## src/rtl/pipelined_carry_adder.sv

```systemverilog
// Pipelined ripple adder: WIDTH-bit A+B+cin split into STAGES carry slices with a valid/ready handshake.
// Optional `ADDER_SUB_MODE_EN adds a per-beat sub input that computes A-B.
module pipelined_carry_adder #(
  parameter int WIDTH  = 16,
  parameter int STAGES = 4
) (
  input  logic             clk,
  input  logic             rst,
  input  logic             in_valid,
  output logic             in_ready,
  input  logic [WIDTH-1:0] A,
  input  logic [WIDTH-1:0] B,
  input  logic             cin,
`ifdef ADDER_SUB_MODE_EN
  input  logic             sub,
`endif
  output logic             out_valid,
  input  logic             out_ready,
  output logic [WIDTH-1:0] sum,
  output logic             cout,
  output logic             ovf
);

  localparam int SLICE = WIDTH / STAGES;
  localparam int L     = STAGES - 1;

  logic                          adv;
  logic [STAGES-1:0]             vld_pipe, c_q, c_i, c_n, v_i;
  logic [STAGES-1:0][WIDTH-1:0]  a_q, b_q, s_q, a_i, b_i, s_i, s_n;
  logic [STAGES-1:0][SLICE:0]    t;
  logic [WIDTH-1:0]              b_eff;
  logic                          c_eff, ovf_q, ovf_n;

`ifdef ADDER_SUB_MODE_EN
  assign b_eff = sub ? ~B : B;
  assign c_eff = sub | cin;
`else
  assign b_eff = B;
  assign c_eff = cin;
`endif

  // Stage k sees the registers of stage k-1; stage 0 sees the input port.
  always_comb begin
    a_i[0] = A;
    b_i[0] = b_eff;
    s_i[0] = '0;
    c_i[0] = c_eff;
    v_i[0] = in_valid;
    for (int k = 1; k < STAGES; k++) begin
      a_i[k] = a_q[k-1];
      b_i[k] = b_q[k-1];
      s_i[k] = s_q[k-1];
      c_i[k] = c_q[k-1];
      v_i[k] = vld_pipe[k-1];
    end
    s_n = s_i;
    t   = '0;
    c_n = '0;
    for (int k = 0; k < STAGES; k++) begin
      t[k] = {1'b0, a_i[k][k*SLICE +: SLICE]} + {1'b0, b_i[k][k*SLICE +: SLICE]}
           + {{SLICE{1'b0}}, c_i[k]};
      s_n[k][k*SLICE +: SLICE] = t[k][SLICE-1:0];
      c_n[k] = t[k][SLICE];
    end
    // b_i already holds the effective operand, so this covers subtraction too
    ovf_n = (a_i[L][WIDTH-1] == b_i[L][WIDTH-1]) && (s_n[L][WIDTH-1] != a_i[L][WIDTH-1]);
  end

  assign adv       = ~vld_pipe[L] | out_ready;
  assign in_ready  = adv;
  assign out_valid = vld_pipe[L];
  assign sum       = s_q[L];
  assign cout      = c_q[L];
  assign ovf       = ovf_q;

  // Data registers load only behind a valid beat so the outputs keep their last result across bubbles.
  always_ff @(posedge clk) begin
    if (rst) begin
      vld_pipe <= '0;
      a_q      <= '0;
      b_q      <= '0;
      s_q      <= '0;
      c_q      <= '0;
      ovf_q    <= 1'b0;
    end else if (adv) begin
      vld_pipe <= v_i;
      for (int k = 0; k < STAGES; k++) begin
        if (v_i[k]) begin
          a_q[k] <= a_i[k];
          b_q[k] <= b_i[k];
          s_q[k] <= s_n[k];
          c_q[k] <= c_n[k];
        end
      end
      if (v_i[L]) ovf_q <= ovf_n;
    end
  end

  // Last-stage operands and already-consumed low slices are never read.
  logic unused_ok;
  assign unused_ok = ^{a_q, b_q};

endmodule

```

## config.mk

```make
export PLATFORM = sky130hd
export DESIGN_NAME = pipelined_carry_adder
export DESIGN_NICKNAME = d
export VERILOG_FILES = /design/src/rtl/pipelined_carry_adder.sv
export SDC_FILE = /design/constraint.sdc
export NUM_CORES = 1
export LEC_CHECK = 0
export CAP_MARGIN = 15
export CELL_PAD_IN_SITES_DETAIL_PLACEMENT = 0
export CELL_PAD_IN_SITES_GLOBAL_PLACEMENT = 1
export CORE_MARGIN = 1
export CORE_UTILIZATION = 42
export CTS_BUF_LIST = sky130_fd_sc_hd__clkbuf_16
export CTS_CLUSTER_DIAMETER = 40
export DETAILED_ROUTE_END_ITERATION = 16
export MAX_ROUTING_LAYER = met4
export PLACE_DENSITY_LB_ADDON = 0.1
export SYNTH_ARGS = -nofsm -noshare
export SYNTH_HDL_FRONTEND = slang
export SYNTH_SLANG_ARGS = --single-unit
```

## constraint.sdc

```tcl
create_clock -name clk -period 4.9 [get_ports clk]
set_input_delay 0.735 -clock clk [delete_from_list [all_inputs] [get_ports clk]]
set_output_delay 0.735 -clock clk [all_outputs]
set_load 0.02 [all_outputs]
```

==> reports/results.txt, run 1 <==
Outcome: finished clean
Switching share of total power: 24.2%
Initial antenna violation count: 0
Drc violations: 0
Hold buffers post-CTS: 0
Post-DP HPWL: 5640 um
Sequential Power Share: 51.7%
Post-Syn Area per Cell: 8.51 sq um
WP buf/inv: 3
Final Util: 51.8%
Gate Count Post-Synth: 500
Final WL: 9250 um
# rows: 36
P_sw: 0.000389 W
Crit-path max FO: 2
Unique masters post-synth: 38
Pre-CTS setup slack: 2.16 ns
Initial core utilization: 43.5%
Worst path max stage delay: 0.58 ns
Asr flop ratio synth: 0%
Reg clk slew, reported paths: 0.07 ns
Synthesized Nets: 557
Vias: 3604
Post-synth EDFFs: 0
DRT Pass-1 Iters: 4
Yosys Warn Count: 0
Unrepaired setup endpoints after global routing: false
Routed len/inst: 14.0 um
Pin count of the biggest net entering global routing: 100
Clock root buffer: clkbuf_16
Antenna Diode Count: 0
Clock Skew: 0.0102 ns
Die area: 10500 sq um
Hold WC Path Type: flip-flop to flip-flop
Combinational Power Share: 8.4%
Longest Clk Path Bufs: 2
Headroom to the max-slew limit: 35.2%
DP Area: 4800 sq um
First-pass GRT wire length: 15600 um
Die H: 103 um
VDD IR-drop max: 0.143 mV
CP dominant cell by count: clkdlybuf4s50_1
Die X: 103 um
Slew Limit Fails: 0
PD cells: 317 nW/um^2
Overflow after GRT: 0
FF+latch count, synth: 97
Setup_tns: 0 ns
Internal: 0.00122 W
TritonCTS buffer count: 9
Vias in the first global route: 3284
Synthesized cell area: 4260 sq um
Core Box Area: 9770 sq um
Resize count post-CTS: 0
Clock Power Share: 39.9%
CTS tree: built
Fin crit share: 54.5%
Worst path slowest cell: clkdlybuf4s50_1
CTS H-tree lvls: 3
Clk sinks: 97
CP arrival: 1.93 ns
CP delay by family, top: buffers and inverters
Worst setup EP type: primary output
Primary FF master, synth: dfxtp_1
All-Layer GR Usage: 19.2%
Layout cells sized above 1: 5.12%
Worst-Margin Slew: 0.971 ns
Clock latency on the worst-skew pair: 0.34 ns
Design Area, Final: 5070 sq um
Area growth, synth to finish: 19.1%
Period minus WS final: 2.67 ns
Antenna-violating nets left: 0
Post-CTS Setup Repair Bufs: 0
Via density per instance: 5.46
I/O Buffers: 56
Final Hold Fails: 0
IO Pins: 57
# Max-Cap Violations: 0
Worst endpoint required time: 4.16 ns
Final hold slack: 0.474 ns
Final Setup Violations: 0
Drt initial violations: 131
Final WS setup: 2.23 ns
Fin nets: 580
Leakage power: 1.74 nW
Setup CP Type: primary input to primary output
Cells along the critical path: clkdlybuf4s50_1 > nor2b_4 > inv_4 > clkdlybuf4s50_1
Register area share after synthesis: 45.6%
RePlAce Congestion: 0.731
Setup crit start kind: primary input
Highest Clock Rate: 375 MHz
[final timing paths]
check,from,endpoint,slack [ns],depth (start not counted)
max,out_ready,in_ready,2.23,4
min,sum[3],sum[3],0.47,2
max reg2reg,a_i[20],c_q[1],2.83,5
min reg2reg,sum[3],sum[3],0.47,2
[per-stage QoR]
| step | power (W) | cells |
|---|---|---|
| floorplan | 0.000930 | 500 |
| global placement | 0.000982 | 645 |
| detailed placement | 0.000984 | 645 |
| CTS | 0.00163 | 660 |
| global route | 0.00168 | 660 |
| finish | 0.00161 | 660 |
[area by class of cell]
cell class / count / area [sq um]
Fill cell: 1019 / 4710
Multi-Input combinational cell: 342 / 2040
Sequential cell: 97 / 1940
Timing Repair Buffer: 62 / 601
Clock buffer: 9 / 225
Tap cell: 133 / 166
Clock inverter: 6 / 45.0
Inverter: 11 / 43.8
[power groups by stage]
stage	clock network, W	registers [W]	logic [W]
final	0.000642	0.000831	0.000134
after global routing	0.000692	0.000834	0.000151
after CTS	0.000660	0.000831	0.000136
after detailed placement	0	0.000849	0.000135
after global placement	0	0.000848	0.000134
after floorplan	0	0.000843	0.0000873
[kinds of logic after synthesis]
family	Yosys count	synth area share, %
AO/OA/AOI/OAI	199	25.3
XOR/XNOR	4	0.823
adder cells (fa/ha/maj)	20	7.29
buffers and inverters	61	6.32
flip-flops	97	45.6
AND/OR/NAND/NOR	119	14.6
[worst register-to-register path: cells and delay by family (launching register included)]
| family | cells | cell delay [ns] |
|---|---|---|
| AOI/OAI and AO/OA | 2 | 0.61 |
| adders and majority gates | 2 | 0.89 |
| DFF | 1 | 0.33 |
| and+or+nand+nor | 1 | 0.11 |
[cells in the mapped netlist, types with 2 or more instances]
cell / number / share of area (%)
a2111o_1: 2 / 0.53
or2_0: 3 / 0.44
inv_1: 9 / 0.79
o2111ai_1: 2 / 0.41
a21oi_1: 96 / 11
nor3_1: 4 / 0.47
nand3_1: 84 / 9.9
ha_1: 12 / 3.5
buf_4: 2 / 0.35
nor2b_1: 3 / 0.44
fa_1: 8 / 3.8
nor2_1: 4 / 0.35
nand2_1: 8 / 0.71
nand2b_1: 4 / 0.59
a21o_1: 3 / 0.53
buf_1: 4 / 0.35
xnor2_1: 4 / 0.82
buf_2: 16 / 1.9
dfxtp_1: 97 / 46
a211oi_1: 6 / 1.1
o21ai_0: 82 / 9.6
clkbuf_1: 25 / 2.2
o221ai_1: 4 / 0.82
clkbuf_2: 2 / 0.24
nand4b_1: 3 / 0.62
[flip-flops by register name, summed over array words and instances (netlist names)]
signal    cells
ovf           1
s_i          24
b_i          24
c_q           4
a_i          24
sum          16
vld_pipe      4
[layout by cell type, fill, tap and decap left out, types with 2 or more instances in the layout]
master | netlist | routed
nor3_1 | 4 | 4
fa_1 | 8 | 8
a2111o_1 | 2 | 2
xnor2_1 | 4 | 4
clkinvlp_4 | 0 | 3
dfxtp_1 | 97 | 97
or2_0 | 3 | 3
o2111ai_1 | 2 | 2
clkdlybuf4s50_1 | 0 | 55
nand2b_1 | 4 | 4
nand2_1 | 8 | 8
o21ai_0 | 82 | 82
nand3_1 | 84 | 84
clkbuf_16 | 0 | 9
a21oi_1 | 96 | 96
o221ai_1 | 4 | 4
nand4b_1 | 3 | 3
inv_1 | 9 | 9
a211oi_1 | 6 | 6
nor2b_1 | 3 | 3
nor2_1 | 4 | 4
a21o_1 | 3 | 3
buf_4 | 2 | 6
ha_1 | 12 | 12
[metal layers]
layer | global-route usage (%) | vias up | wire length [um]
li1 | - | 1850 | -
met1 | 25.7 | 1685 | 4790
met3 | 2.44 | 13 | 235
met2 | 29.8 | 56 | 4100
met5 | - | - | 0
met4 | 6.92 | 0 | 125
No activity file was read; power rests on OpenSTA's default activity.
==> run 2, diff against run 1 <==
--- a/config.mk
+++ b/config.mk
@@ -9,7 +9,7 @@
 export CELL_PAD_IN_SITES_DETAIL_PLACEMENT = 0
 export CELL_PAD_IN_SITES_GLOBAL_PLACEMENT = 1
 export CORE_MARGIN = 1
-export CORE_UTILIZATION = 42
+export CORE_UTILIZATION = 41
 export CTS_BUF_LIST = sky130_fd_sc_hd__clkbuf_16
 export CTS_CLUSTER_DIAMETER = 40
 export DETAILED_ROUTE_END_ITERATION = 16
==> constraint.sdc (replaced) <==
create_clock -name clk -period 2.6 [get_ports clk]
set_input_delay 0.39 -clock clk [delete_from_list [all_inputs] [get_ports clk]]
set_output_delay 0.39 -clock clk [all_outputs]
set_load 0.02 [all_outputs]
==> run 2 against run 1 <==
  * Clock power is 120% higher
  * Final area is 2.1% higher
  * Sequential power is 88% higher
  * Clock skew down 0.0023 ns
  * Global-route usage shrank 0.97 points
  * Largest cell class unchanged
  * Highest routed layer unchanged
==> reports/results.txt, run 2 (synthesis gave the netlist of run 1 again) <==
Worst path slowest cell: clkdlybuf4s50_1
Cells along the critical path: clkdlybuf4s50_1 > nor2b_4 > inv_4 > clkdlybuf4s50_1
Setup CP Type: primary input to primary output
Post-CTS Setup Repair Bufs: 0 (unchanged)
TritonCTS buffer count: 9 (unchanged)
Initial antenna violation count: 0 (unchanged)
Resize count post-CTS: 0 (unchanged)
CTS H-tree lvls: 3 (unchanged)
Commonest non-fill, non-tap cell in the layout: dfxtp_1
Overflow after GRT: 0 (unchanged)
Reg clk slew, reported paths: 0.07 ns (about the same)
Layout cells sized above 1: 5.64% (+0.52 points)
Drt initial violations: 125 (-4.6%)
Metal-1 WL: 4880 um (+1.9%)
CP dominant cell by count: clkdlybuf4s50_1
All-Layer GR Usage: 18.3% (-0.97 points)
Die area: 10800 sq um (+2.4%)
CP arrival: 1.62 ns (-0.31 ns)
Slew Limit Fails: 0 (unchanged)
Period minus WS final: 2.01 ns
Fin nets: 584 (+0.69%)
Worst setup EP type: primary output
CTS tree: built
Via density per instance: 5.43 (-0.59%)
Antenna Diode Count: 0 (unchanged)
Die X: 104 um (+1.2%)
# Max-Cap Violations: 0 (unchanged)
Clock Skew: 0.00784 ns (-0.00235 ns)
RePlAce Congestion: 0.760 (+4.0%)
Design Area, Final: 5170 sq um (+2.1%)
Area growth, synth to finish: 21.6%
Highest Clock Rate: 497 MHz
Final Setup Violations: 0 (unchanged)
Final WL: 9260 um (about the same)
Outcome: finished clean
First-pass GRT wire length: 16000 um (+2.4%)
Drc violations: 0 (unchanged)
Worst-Margin Slew: 0.844 ns (-0.128 ns)
Core Box Area: 9910 sq um (+1.4%)
I/O Buffers: 56 (unchanged)
WL met2: 4030 um (-1.9%)
Longest Clk Path Bufs: 2 (unchanged)
# rows: 36 (unchanged)
Leakage power: 1.81 nW (+4.0%)
Antenna-violating nets left: 0 (unchanged)
Hold buffers post-CTS: 0 (unchanged)
WL met3: 260 um (+11%)
Unrepaired setup endpoints after global routing: false
Pin count of the biggest net entering global routing: 100 (unchanged)
VDD IR-drop max: 0.322 mV (+130%)
PD cells: 624 nW/um^2 (+97%)
Worst path max stage delay: 0.60 ns (+0.02 ns)
Setup_tns: 0 ns (unchanged)
Hold WC Path Type: flip-flop to flip-flop
Vias: 3610 (+0.17%)
Crit-path max FO: 2 (unchanged)
Worst endpoint required time: 2.21 ns (-1.95 ns)
Clk sinks: 97 (unchanged)
Clock latency on the worst-skew pair: 0.33 ns (about the same)
IO Pins: 57 (unchanged)
Most frequent cells in the layout: dfxtp_1, a21oi_1, nand3_1
Vias in the first global route: 3391 (+3.3%)
Setup crit start kind: primary input
Initial core utilization: 42.9% (-0.59 points)
DRT Pass-1 Iters: 4 (unchanged)
Routed len/inst: 13.9 um (-0.70%)
DP Area: 4850 sq um (+1.1%)
Post-DP HPWL: 5820 um (+3.3%)
Headroom to the max-slew limit: 43.8% (+8.5 points)
Fin crit share: 77.4%
Die H: 104 um (+1.2%)
Final Hold Fails: 0 (unchanged)
Top Layer Used: met4
Clock root buffer: clkbuf_16
[run 2: cell count changes in the layout (fill, tap and decap cells not counted), moves of 2 or more]
cell        previous run  this run
inv_1                  9        11
buf_4                  6         8
clkinvlp_4             3         0
buf_12                 0         2
bufinv_16              0         2
[run 2: layout make-up]
| cell class | instances | area, sq um |
|---|---|---|
| clock buffer | 9 | 225 |
| clock inverter | 7 | 96.3 |
| fill | 990 | 4740 |
| inverter | 11 | 43.8 |
| multi-input combinational | 342 | 2040 |
| sequential | 97 | 1940 |
| tap | 133 | 166 |
| timing repair buffer | 66 | 656 |
[run 2: final timing paths]
path | start | to | slack [ns] | depth (start not counted)
setup / recovery | out_ready | in_ready | 0.59 | 4
hold / removal | sum[3] | sum[3] | 0.48 | 2
setup reg to reg | a_i[20] | c_q[1] | 0.60 | 5
hold reg to reg | sum[3] | sum[3] | 0.48 | 2
[run 2: metal layers]
layer / global-route usage (%) / vias up
li1: - / 1856
met1: 24.8 / 1687
met2: 27.7 / 61
met3: 2.51 / 6
met4: 6.73 / 0
met5: - / -
[run 2: stage by stage]
| stage | hold WS [ns] | total power [W] | worst slack (ns) | utilization, % | instances |
|---|---|---|---|---|---|
| after floorplan | 0.450 | 0.00175 | 0.719 | - | 500 |
| after global placement | 0.466 | 0.00185 | 0.579 | 49.0 | 649 |
| after detailed placement | 0.469 | 0.00186 | 0.559 | 49.0 | 649 |
| after CTS | 0.479 | 0.00327 | 0.574 | 52.2 | 665 |
| after global routing | 0.491 | 0.00338 | 0.451 | 52.2 | 665 |
| final | 0.476 | 0.00323 | 0.586 | 52.2 | 665 |
[run 2: report_power, final]
part	switching, W	leakage [nW]	internal [W]	total (W)
Combinational	0.000142	0.861	0.000122	0.000264
Sequential	0.0000265	0.789	0.00153	0.00156
Clock	0.000556	0.164	0.000846	0.00140
Total	0.000724	1.81	0.00250	0.00323
[run 2: worst max-delay path: cells and delay by family]
| kind | cells | cell delay, ns |
|---|---|---|
| buffers and inverters | 3 | 1.16 |
| and+or+nand+nor | 1 | 0.07 |
==> run 3, diff against run 2 <==
==> constraint.sdc (replaced) <==
create_clock -name clk -period 1.9 [get_ports clk]
set_input_delay 0.285 -clock clk [delete_from_list [all_inputs] [get_ports clk]]
set_output_delay 0.285 -clock clk [all_outputs]
set_load 0.02 [all_outputs]
==> run 3 against run 2 <==
  * Total power grew 38%
  * Die area did not move
  * Final cell count is 1.1% higher
  * Hold slack worse by 0.047 ns
  * Non-clock buffer count up 7
  * Via count is 1.4% higher
  * Clock skew shrank 0.0014 ns
  * Combinational power grew 43%
  * Clock power is 37% higher
  * Critical path depth is 1 higher
  * Flip-flop and latch count did not move
  * Sequential share of layout area shrank 0.60 points
  * Largest cell class unchanged
==> reports/results.txt, run 3 (synthesis gave the netlist of run 1 again) <==
IO Pins: 57 (unchanged)
# Max-Cap Violations: 0 (unchanged)
Setup crit start kind: flip-flop
Hold buffers post-CTS: 0 (unchanged)
Vias in the first global route: 3427 (+1.1%)
Clk sinks: 97 (unchanged)
Fin crit share: 98.4%
Worst setup EP type: flip-flop
Drt initial violations: 184 (+47%)
Via density per instance: 5.44 (+0.30%)
CP dominant cell by count: fa_2
Final WL: 9420 um (+1.8%)
# rows: 36 (unchanged)
PD cells: 843 nW/um^2 (+35%)
Most frequent cells in the layout: a21oi_1, dfxtp_1, nand3_1
Slew Limit Fails: 0 (unchanged)
Pre-CTS setup slack: -0.0448 ns (-0.603 ns)
Antenna-violating nets left: 0 (unchanged)
Outcome: finished clean
VDD IR-drop max: 0.516 mV (+60%)
Clock Skew: 0.00645 ns (-0.00139 ns)
Placed cells: 656 (+1.1%)
First-pass GRT wire length: 16600 um (+3.5%)
Post-DP HPWL: 5930 um (+1.9%)
CTS H-tree lvls: 3 (unchanged)
Vias: 3659 (+1.4%)
Fin nets: 591 (+1.2%)
Period minus WS final: 1.87 ns
Final Hold Fails: 0 (unchanged)
Reg clk slew, reported paths: 0.07 ns (about the same)
Leakage power: 1.85 nW (+1.8%)
Highest Clock Rate: 535 MHz
CP arrival: 2.08 ns (+0.46 ns)
Longest Clk Path Bufs: 2 (unchanged)
Die X: 104 um (unchanged)
DRT Pass-1 Iters: 4 (unchanged)
Clock latency on the worst-skew pair: 0.33 ns (about the same)
Headroom to the max-slew limit: 62.7% (+19 points)
Die area: 10800 sq um (unchanged)
I/O Buffers: 56 (unchanged)
Worst path max stage delay: 0.40 ns (-0.20 ns)
Design Area, Final: 5260 sq um (+1.7%)
# fillers: 991 (+0.10%)
DP Area: 4920 sq um (+1.3%)
TritonCTS buffer count: 9 (unchanged)
Setup CP Type: flip-flop to flip-flop
WP buf/inv: 0 (-3)
RePlAce Congestion: 0.769 (+1.2%)
Worst endpoint required time: 2.11 ns (-0.10 ns)
CP delay by family, top: adder cells
Initial core utilization: 42.9% (unchanged)
Initial antenna violation count: 0 (unchanged)
Cells along the critical path: fa_2 > fa_2 > a21o_1 > a2111oi_4 > nor3_1
Fin cells: 672 (+1.1%)
All-Layer GR Usage: 18.8% (+0.52 points)
Tot Pwr: 0.00444 W (+38%)
CTS tree: built
Core Box Area: 9910 sq um (unchanged)
Routed len/inst: 14.0 um (+0.74%)
Final Setup Violations: 0 (unchanged)
Overflow after GRT: 0 (unchanged)
Hold WC Path Type: primary input to flip-flop
Worst-Margin Slew: 0.558 ns (-0.285 ns)
Crit-path max FO: 2 (unchanged)
Area growth, synth to finish: 23.6%
Pin count of the biggest net entering global routing: 94 (-6.0%)
Antenna Diode Count: 0 (unchanged)
Worst path slowest cell: fa_2
Final WS setup: 0.0313 ns (-0.555 ns)
Clock root buffer: clkbuf_16
Layout cells sized above 1: 7.79% (+2.2 points)
Drc violations: 0 (unchanged)
Die H: 104 um (unchanged)
## run 3: path summary, 6_finish.rpt
path,from,endpoint,slack (ns),cells past startpoint
setup / recovery,c_q[0],c_q[1],0.03,5
hold / removal,rst,s_i[16],0.43,2
setup reg to reg,c_q[0],c_q[1],0.03,5
hold reg to reg,sum[9],sum[9],0.48,2
## run 3: through the flow
| stage | util [%] | hold slack, ns | TNS (ns) |
|---|---|---|---|
| after global placement | 49.6 | 0.466 | -0.0555 |
| after global routing | 53.1 | 0.463 | -0.0338 |
| after CTS | 52.9 | 0.424 | 0 |
| after floorplan | - | 0.433 | 0 |
| final | 53.1 | 0.430 | 0 |
| after detailed placement | 49.6 | 0.470 | -0.111 |
## run 3: layout make-up
| type | instances | area [sq um] | share of cell area (%) |
|---|---|---|---|
| inverter | 11 | 43.8 | 0.832 |
| clock buffer | 9 | 225 | 4.28 |
| timing repair buffer | 73 | 721 | 13.7 |
| sequential | 97 | 1940 | 36.9 |
| multi-input combinational | 342 | 2070 | 39.3 |
| tap | 133 | 166 | 3.16 |
| clock inverter | 7 | 93.8 | 1.78 |
## run 3: per-layer routing
layer	track usage, %	wire [um]
met5	-	0
met4	5.51	128
met3	2.69	238
met2	27.8	3890
met1	26.6	5170
## run 3: timing repair
item | CTS | global route
resized for setup | 3 | 3
cloned | 0 | 0
setup endpoints to repair | 1 | 1
buffers inserted | 0 | 0
pin swaps | 0 | 1
## run 3: where the power goes
part           internal [W]  switching [W]
clock               0.00115       0.000766
sequential          0.00210      0.0000392
combinational      0.000178       0.000200
total               0.00343        0.00101
## run 3: worst register-to-register path, cell delays in order (launching register included)
cell       delay, ns
dfxtp_2         0.33
fa_2            0.40
fa_2            0.35
a21o_1          0.20
a2111oi_4       0.36
nor3_1          0.10
